## src/rtl/button_event_pkg.sv

```systemverilog
// Shared types for the button event decoder: FSM state encoding and the
// counter-width helper used to size the hold/gap counter.
package button_event_pkg;

   typedef enum logic [2:0] {
      IDLE,
      PRESS1,
      WAIT2,
      PRESS2,
      LONG
   } state_e;

   // Counter must hold the larger of the two terminal counts.
   function automatic int cnt_width(input int long_c, input int gap_c);
      int max_c;
      max_c = (long_c > gap_c) ? long_c : gap_c;
      return $clog2(max_c + 1);
   endfunction

endpackage

```

## src/rtl/edge_detect.sv

```systemverilog
// Registers the previous sample of a synchronous level and flags rising and
// falling transitions combinationally against it.
module edge_detect (
   input  logic clk,
   input  logic lvl_i,
   output logic rise_o,
   output logic fall_o
);

   logic lvl_q;

   // Loads every edge, including under reset, so a level held through reset
   // is not reported as a new rise afterwards.
   always_ff @(posedge clk) begin
      lvl_q <= lvl_i;
   end

   assign rise_o = lvl_i & ~lvl_q;
   assign fall_o = ~lvl_i & lvl_q;

endmodule

```

## src/rtl/button_event_decoder.sv

```systemverilog
// Turns a debounced button level into single-cycle press/release/click/
// double-click/long-press events plus a long-held level.
module button_event_decoder
   import button_event_pkg::*;
#(
   parameter int LONG_CYCLES = 50_000_000,
   parameter int GAP_CYCLES  = 12_500_000,
   parameter int CNT_W       = cnt_width(LONG_CYCLES, GAP_CYCLES)
) (
   input  logic   clk,
   input  logic   rst,
   input  logic   btnIn,
   output logic   pressPulse,
   output logic   releasePulse,
   output logic   clickPulse,
   output logic   doubleClickPulse,
   output logic   longPulse,
   output logic   longHeld,
   output state_e dbgState
);

   localparam logic [CNT_W-1:0] LONG_LAST = CNT_W'(LONG_CYCLES - 1);
   localparam logic [CNT_W-1:0] GAP_LAST  = CNT_W'(GAP_CYCLES - 1);

   logic             rise, fall;
   state_e           state_q, state_d;
   logic [CNT_W-1:0] cnt_q, cnt_d;
   logic             press_q, release_q, click_q, dbl_q, long_q, held_q;
   logic             click_d, dbl_d, long_d;

   edge_detect u_edge (
      .clk    (clk),
      .lvl_i  (btnIn),
      .rise_o (rise),
      .fall_o (fall)
   );

   always_comb begin
      state_d = state_q;
      click_d = 1'b0;
      dbl_d   = 1'b0;
      long_d  = 1'b0;
      case (state_q)
         IDLE: begin
            if (rise) state_d = PRESS1;
         end
         PRESS1: begin
            if (fall) begin
               state_d = WAIT2;
            end else if (cnt_q == LONG_LAST && btnIn) begin
               long_d  = 1'b1;
               state_d = LONG;
            end
         end
         WAIT2: begin
            // Timeout has priority; a rise on the same edge starts a fresh press.
            if (cnt_q == GAP_LAST) begin
               click_d = 1'b1;
               state_d = rise ? PRESS1 : IDLE;
            end else if (rise) begin
               state_d = PRESS2;
            end
         end
         PRESS2: begin
            if (fall) begin
               dbl_d   = 1'b1;
               state_d = IDLE;
            end else if (cnt_q == LONG_LAST && btnIn) begin
               click_d = 1'b1;
               long_d  = 1'b1;
               state_d = LONG;
            end
         end
         LONG: begin
            if (fall) state_d = IDLE;
         end
         default: state_d = IDLE;
      endcase

      cnt_d = '0;
      if (state_d == state_q && state_q inside {PRESS1, WAIT2, PRESS2}) begin
         cnt_d = cnt_q + 1'b1;
      end
   end

   always_ff @(posedge clk) begin
      if (rst) begin
         state_q   <= IDLE;
         cnt_q     <= '0;
         press_q   <= 1'b0;
         release_q <= 1'b0;
         click_q   <= 1'b0;
         dbl_q     <= 1'b0;
         long_q    <= 1'b0;
         held_q    <= 1'b0;
      end else begin
         state_q   <= state_d;
         cnt_q     <= cnt_d;
         press_q   <= rise;
         release_q <= fall;
         click_q   <= click_d;
         dbl_q     <= dbl_d;
         long_q    <= long_d;
         held_q    <= (state_d == LONG);
      end
   end

   assign pressPulse       = press_q;
   assign releasePulse     = release_q;
   assign clickPulse       = click_q;
   assign doubleClickPulse = dbl_q;
   assign longPulse        = long_q;
   assign longHeld         = held_q;
   assign dbgState         = state_q;

endmodule
```

## config.mk

```make
export PLATFORM = sky130hd
export DESIGN_NAME = button_event_decoder
export DESIGN_NICKNAME = d
export VERILOG_FILES = /design/src/rtl/button_event_pkg.sv /design/src/rtl/edge_detect.sv /design/src/rtl/button_event_decoder.sv
export SDC_FILE = /design/constraint.sdc
export NUM_CORES = 1
export LEC_CHECK = 0
export CAP_MARGIN = 20
export CELL_PAD_IN_SITES_DETAIL_PLACEMENT = 1
export CELL_PAD_IN_SITES_GLOBAL_PLACEMENT = 2
export CORE_ASPECT_RATIO = 0.75
export CORE_MARGIN = 5
export CORE_UTILIZATION = 32
export CTS_CLUSTER_SIZE = 40
export DETAILED_ROUTE_END_ITERATION = 8
export HOLD_SLACK_MARGIN = 0.03
export PLACE_DENSITY_LB_ADDON = 0.05
export SYNTH_ARGS = -nofsm -noshare
export SYNTH_HDL_FRONTEND = slang
export SYNTH_SLANG_ARGS = --single-unit
```

## constraint.sdc

```tcl
create_clock -name clk -period 2.05 [get_ports clk]
set_input_delay 0.615 -clock clk [delete_from_list [all_inputs] [get_ports clk]]
set_output_delay 0.615 -clock clk [all_outputs]
set_load 0.01 [all_outputs]
```

==> results.sh <==
export IMPL_yosysSeqAreaShare_pct=43.64
export IMPL_p_comb_share_pct=5.3
export IMPL_cp_end_kind="flop"
export IMPL_htreeDepth=2
export IMPL_period_share_pct=97.00
export IMPL_rsz0062_at_grt="true"
export IMPL_drtIter0Drc=69
export IMPL_n_fill_cell=576
export IMPL_cts_buffer_depth=2
export IMPL_cp_arrival_ps=2220
export IMPL_crit_required_ps=2280
export IMPL_overflow=0
export IMPL_syn_nets=185
export IMPL_num_rows=22
export IMPL_grtUsageTotal_pct=15.91
export IMPL_antenna_found_initial=0
export IMPL_vias=1548
export IMPL_path_cells="nand4_1 -> or4_4 -> or4_4 -> a22oi_2"
export IMPL_cts_root_buf="clkbuf_8"
export IMPL_syn_cell_area_um2=1652
export IMPL_drive_above_1_share_pct=24.43
export IMPL_drv_slew=0
export IMPL_power_density_nw_per_um2=585.6
export IMPL_port_buffers=11
export IMPL_fin_crit_ps=1989
export IMPL_fin_util_pct=45.48
export IMPL_setup_viol=0
export IMPL_synth_top_area_share_pct=43.64
export IMPL_cts_buffers=5
export IMPL_slowest_delay_ps=640
export IMPL_path_class="flop to flop"
export IMPL_max_cap_violations=0
export IMPL_area_delta_synth_final_pct=36.44
export IMPL_die_h_um=72.22
export IMPL_yosys_register_bits=36
export IMPL_routed_wl_um=5167
export IMPL_clockPowerShare_pct=40.9
export IMPL_fin_skew_ps=7.563
export IMPL_dr_pass1_iters=4
export IMPL_grt_pass1_wl_um=8280
export IMPL_start_util_pct=33.33
export IMPL_synth_avg_cell_area_um2=9.125
export IMPL_core_um2=4955
export IMPL_ys_flop_type="dfxtp_1"
export IMPL_nets=224
export IMPL_clkTransAtPathRegs_ps=70
export IMPL_gp_congestion=0.7205
export IMPL_placed_area_um2=1977
export IMPL_cts_sinks=36
export IMPL_drcViolationCount=0
export IMPL_crit_fanout=10
export IMPL_hold_viol=0
export IMPL_worst_path_most_repeated_cell="or4_4"
export IMPL_switchingPower_mw=0.3054
export IMPL_cp_buffers_inverters=0
export IMPL_wl_per_cell_um=18.39
export IMPL_synthCells=181
export IMPL_ir_drop_mv=0.3041
export IMPL_diodes=0
export IMPL_switching_share_pct=23.14
export IMPL_async_flop_share_pct=0
export IMPL_final_cell_mix="34 x dfxtp_1, 19 x a21oi_1, 19 x buf_4"
export IMPL_p_int_mw=1.014
export IMPL_final_common_cell="dfxtp_1"
export IMPL_boundaryPins=12
export IMPL_via_per_inst=5.509
export IMPL_crit_family="simple AND/OR/NAND/NOR gates"
export IMPL_yosysTopAreaCell="dfxtp_1"
export IMPL_clock_latency_ps=300
export IMPL_grt_max_degree=22
export IMPL_p_seq_share_pct=53.9
export IMPL_synthTopCellsByArea="dfxtp_1 44%, xnor2_1 6.9%, a21oi_1 6.1%, or3_1 3.8%, a22oi_1 3.6%"
export IMPL_yosys_warnings=0
export IMPL_grt_pass1_vias=1619
export IMPL_fp_dieArea_um2=6713
export IMPL_layout_cells_non_filler=281
export IMPL_tightest_slew_ps=327.5
export IMPL_slew_headroom_pct=77.97
export IMPL_fmax_mhz=502.9
export IMPL_p_total_mw=1.320
export IMPL_start_kind="flop"
export IMPL_setup_ws_ps=61.43
export IMPL_dp_hpwl_um=3405
export IMPL_place_ws_ps=-426.3
export IMPL_crit_slowest_cell="or4_4"
export IMPL_synth_cell_type_count=40
export IMPL_dp_cells=265
export IMPL_hold_path_class="flop to flop"
export IMPL_fin_area_um2=2253
export IMPL_cts_tree="built"
export IMPL_die_width_um=92.96
export IMPL_ant_nets=0
export IMPL_status="finished, final reports clean"
export IMPL_synth_edf_count=0
export IMPL_leakage_nw=0.7467
[cells in the mapped netlist (2+ instances only)]
cell	count
o21ai_0	9
inv_1	7
nor3b_1	3
or3_1	10
a22oi_1	8
o211ai_2	2
nor4_1	4
nand3_1	9
buf_2	7
a21oi_1	20
nand4b_1	2
nor2_1	7
xor2_1	2
nand4_1	6
nor3_1	4
or4_1	4
nand2_1	6
or2_1	2
xnor2_1	13
dfxtp_1	36
[worst reg2reg max path, stage by stage, from the launching register on]
cell and delay (ps):
dfxtp_1 420, nand4_1 280, or4_4 640, or4_4 440
a22oi_2 150
[sequential cells by signal (all words and copies together), names as in the netlist]
signal and flops:
dbgState 3, longPulse 1, longHeld 1, releasePulse 1, u_edge.lvl_q 1, clickPulse 1, cnt_q 26, doubleClickPulse 1
pressPulse 1
[final timing paths]
check,startpoint,endpoint,slack [ps],cells past startpoint
hold reg to reg,cnt_q[0],cnt_q[0],440,1
hold / removal,cnt_q[0],cnt_q[0],440,1
setup reg to reg,cnt_q[14],cnt_q[25],60,4
setup / recovery,cnt_q[14],cnt_q[25],60,4
[power by group through the flow]
| stage | clock [mW] | sequential (mW) | combinational [mW] |
|---|---|---|---|
| after global placement | 0 | 0.727 | 0.0521 |
| final | 0.539 | 0.711 | 0.0697 |
| after global routing | 0.586 | 0.712 | 0.0743 |
| after floorplan | 0 | 0.727 | 0.0203 |
| after CTS | 0.548 | 0.711 | 0.0631 |
| after detailed placement | 0 | 0.727 | 0.0525 |
[layer usage]
metal	share of wire [%]	wire length [µm]	track usage (%)
met5	0	0	0
met4	1.1	58	5.691
met3	2.4	124	3.212
met2	46	2397	25.14
met1	50	2587	21.67
[layout make-up]
type                       count  area (µm²)  share of cell area [%]
sequential                    36       723.2                   32.09
multi-input combinational    132       949.7                   42.14
timing repair buffer          38       389.1                   17.27
tap                           60       75.07                   3.331
inverter                       7       26.28                   1.166
clock buffer                   8       90.09                   3.998
[metrics by stage]
step	TNS, ps	hold WS, ps
4_1_cts	0	489.4
5_1_grt	-33.62	465.6
3_5_place_dp	-12330	480.3
2_1_floorplan	0	431.7
6_report	0	438.9
3_3_place_gp	-11600	468.9
[cells by family after synthesis]
logic type,Yosys count,share of synthesized area (%)
AO/OA/AOI/OAI,45,17.12
XOR/XNOR,15,7.955
adder cells (fa/ha/maj),1,0.7575
buffers and inverters,14,3.712
flip-flops,36,43.64
AND/OR/NAND/NOR,70,26.82
[timing repair]
| action | in CTS | in global routing |
|---|---|---|
| cloned | 1 | 2 |
| gates resized for setup | 11 | 11 |
| setup buffers | 5 | 0 |
| setup endpoints to repair | 29 | 24 |
| pin swaps | 2 | 1 |
| hold buffers | 0 | 0 |
No activity file was read; power rests on OpenSTA's default activity.
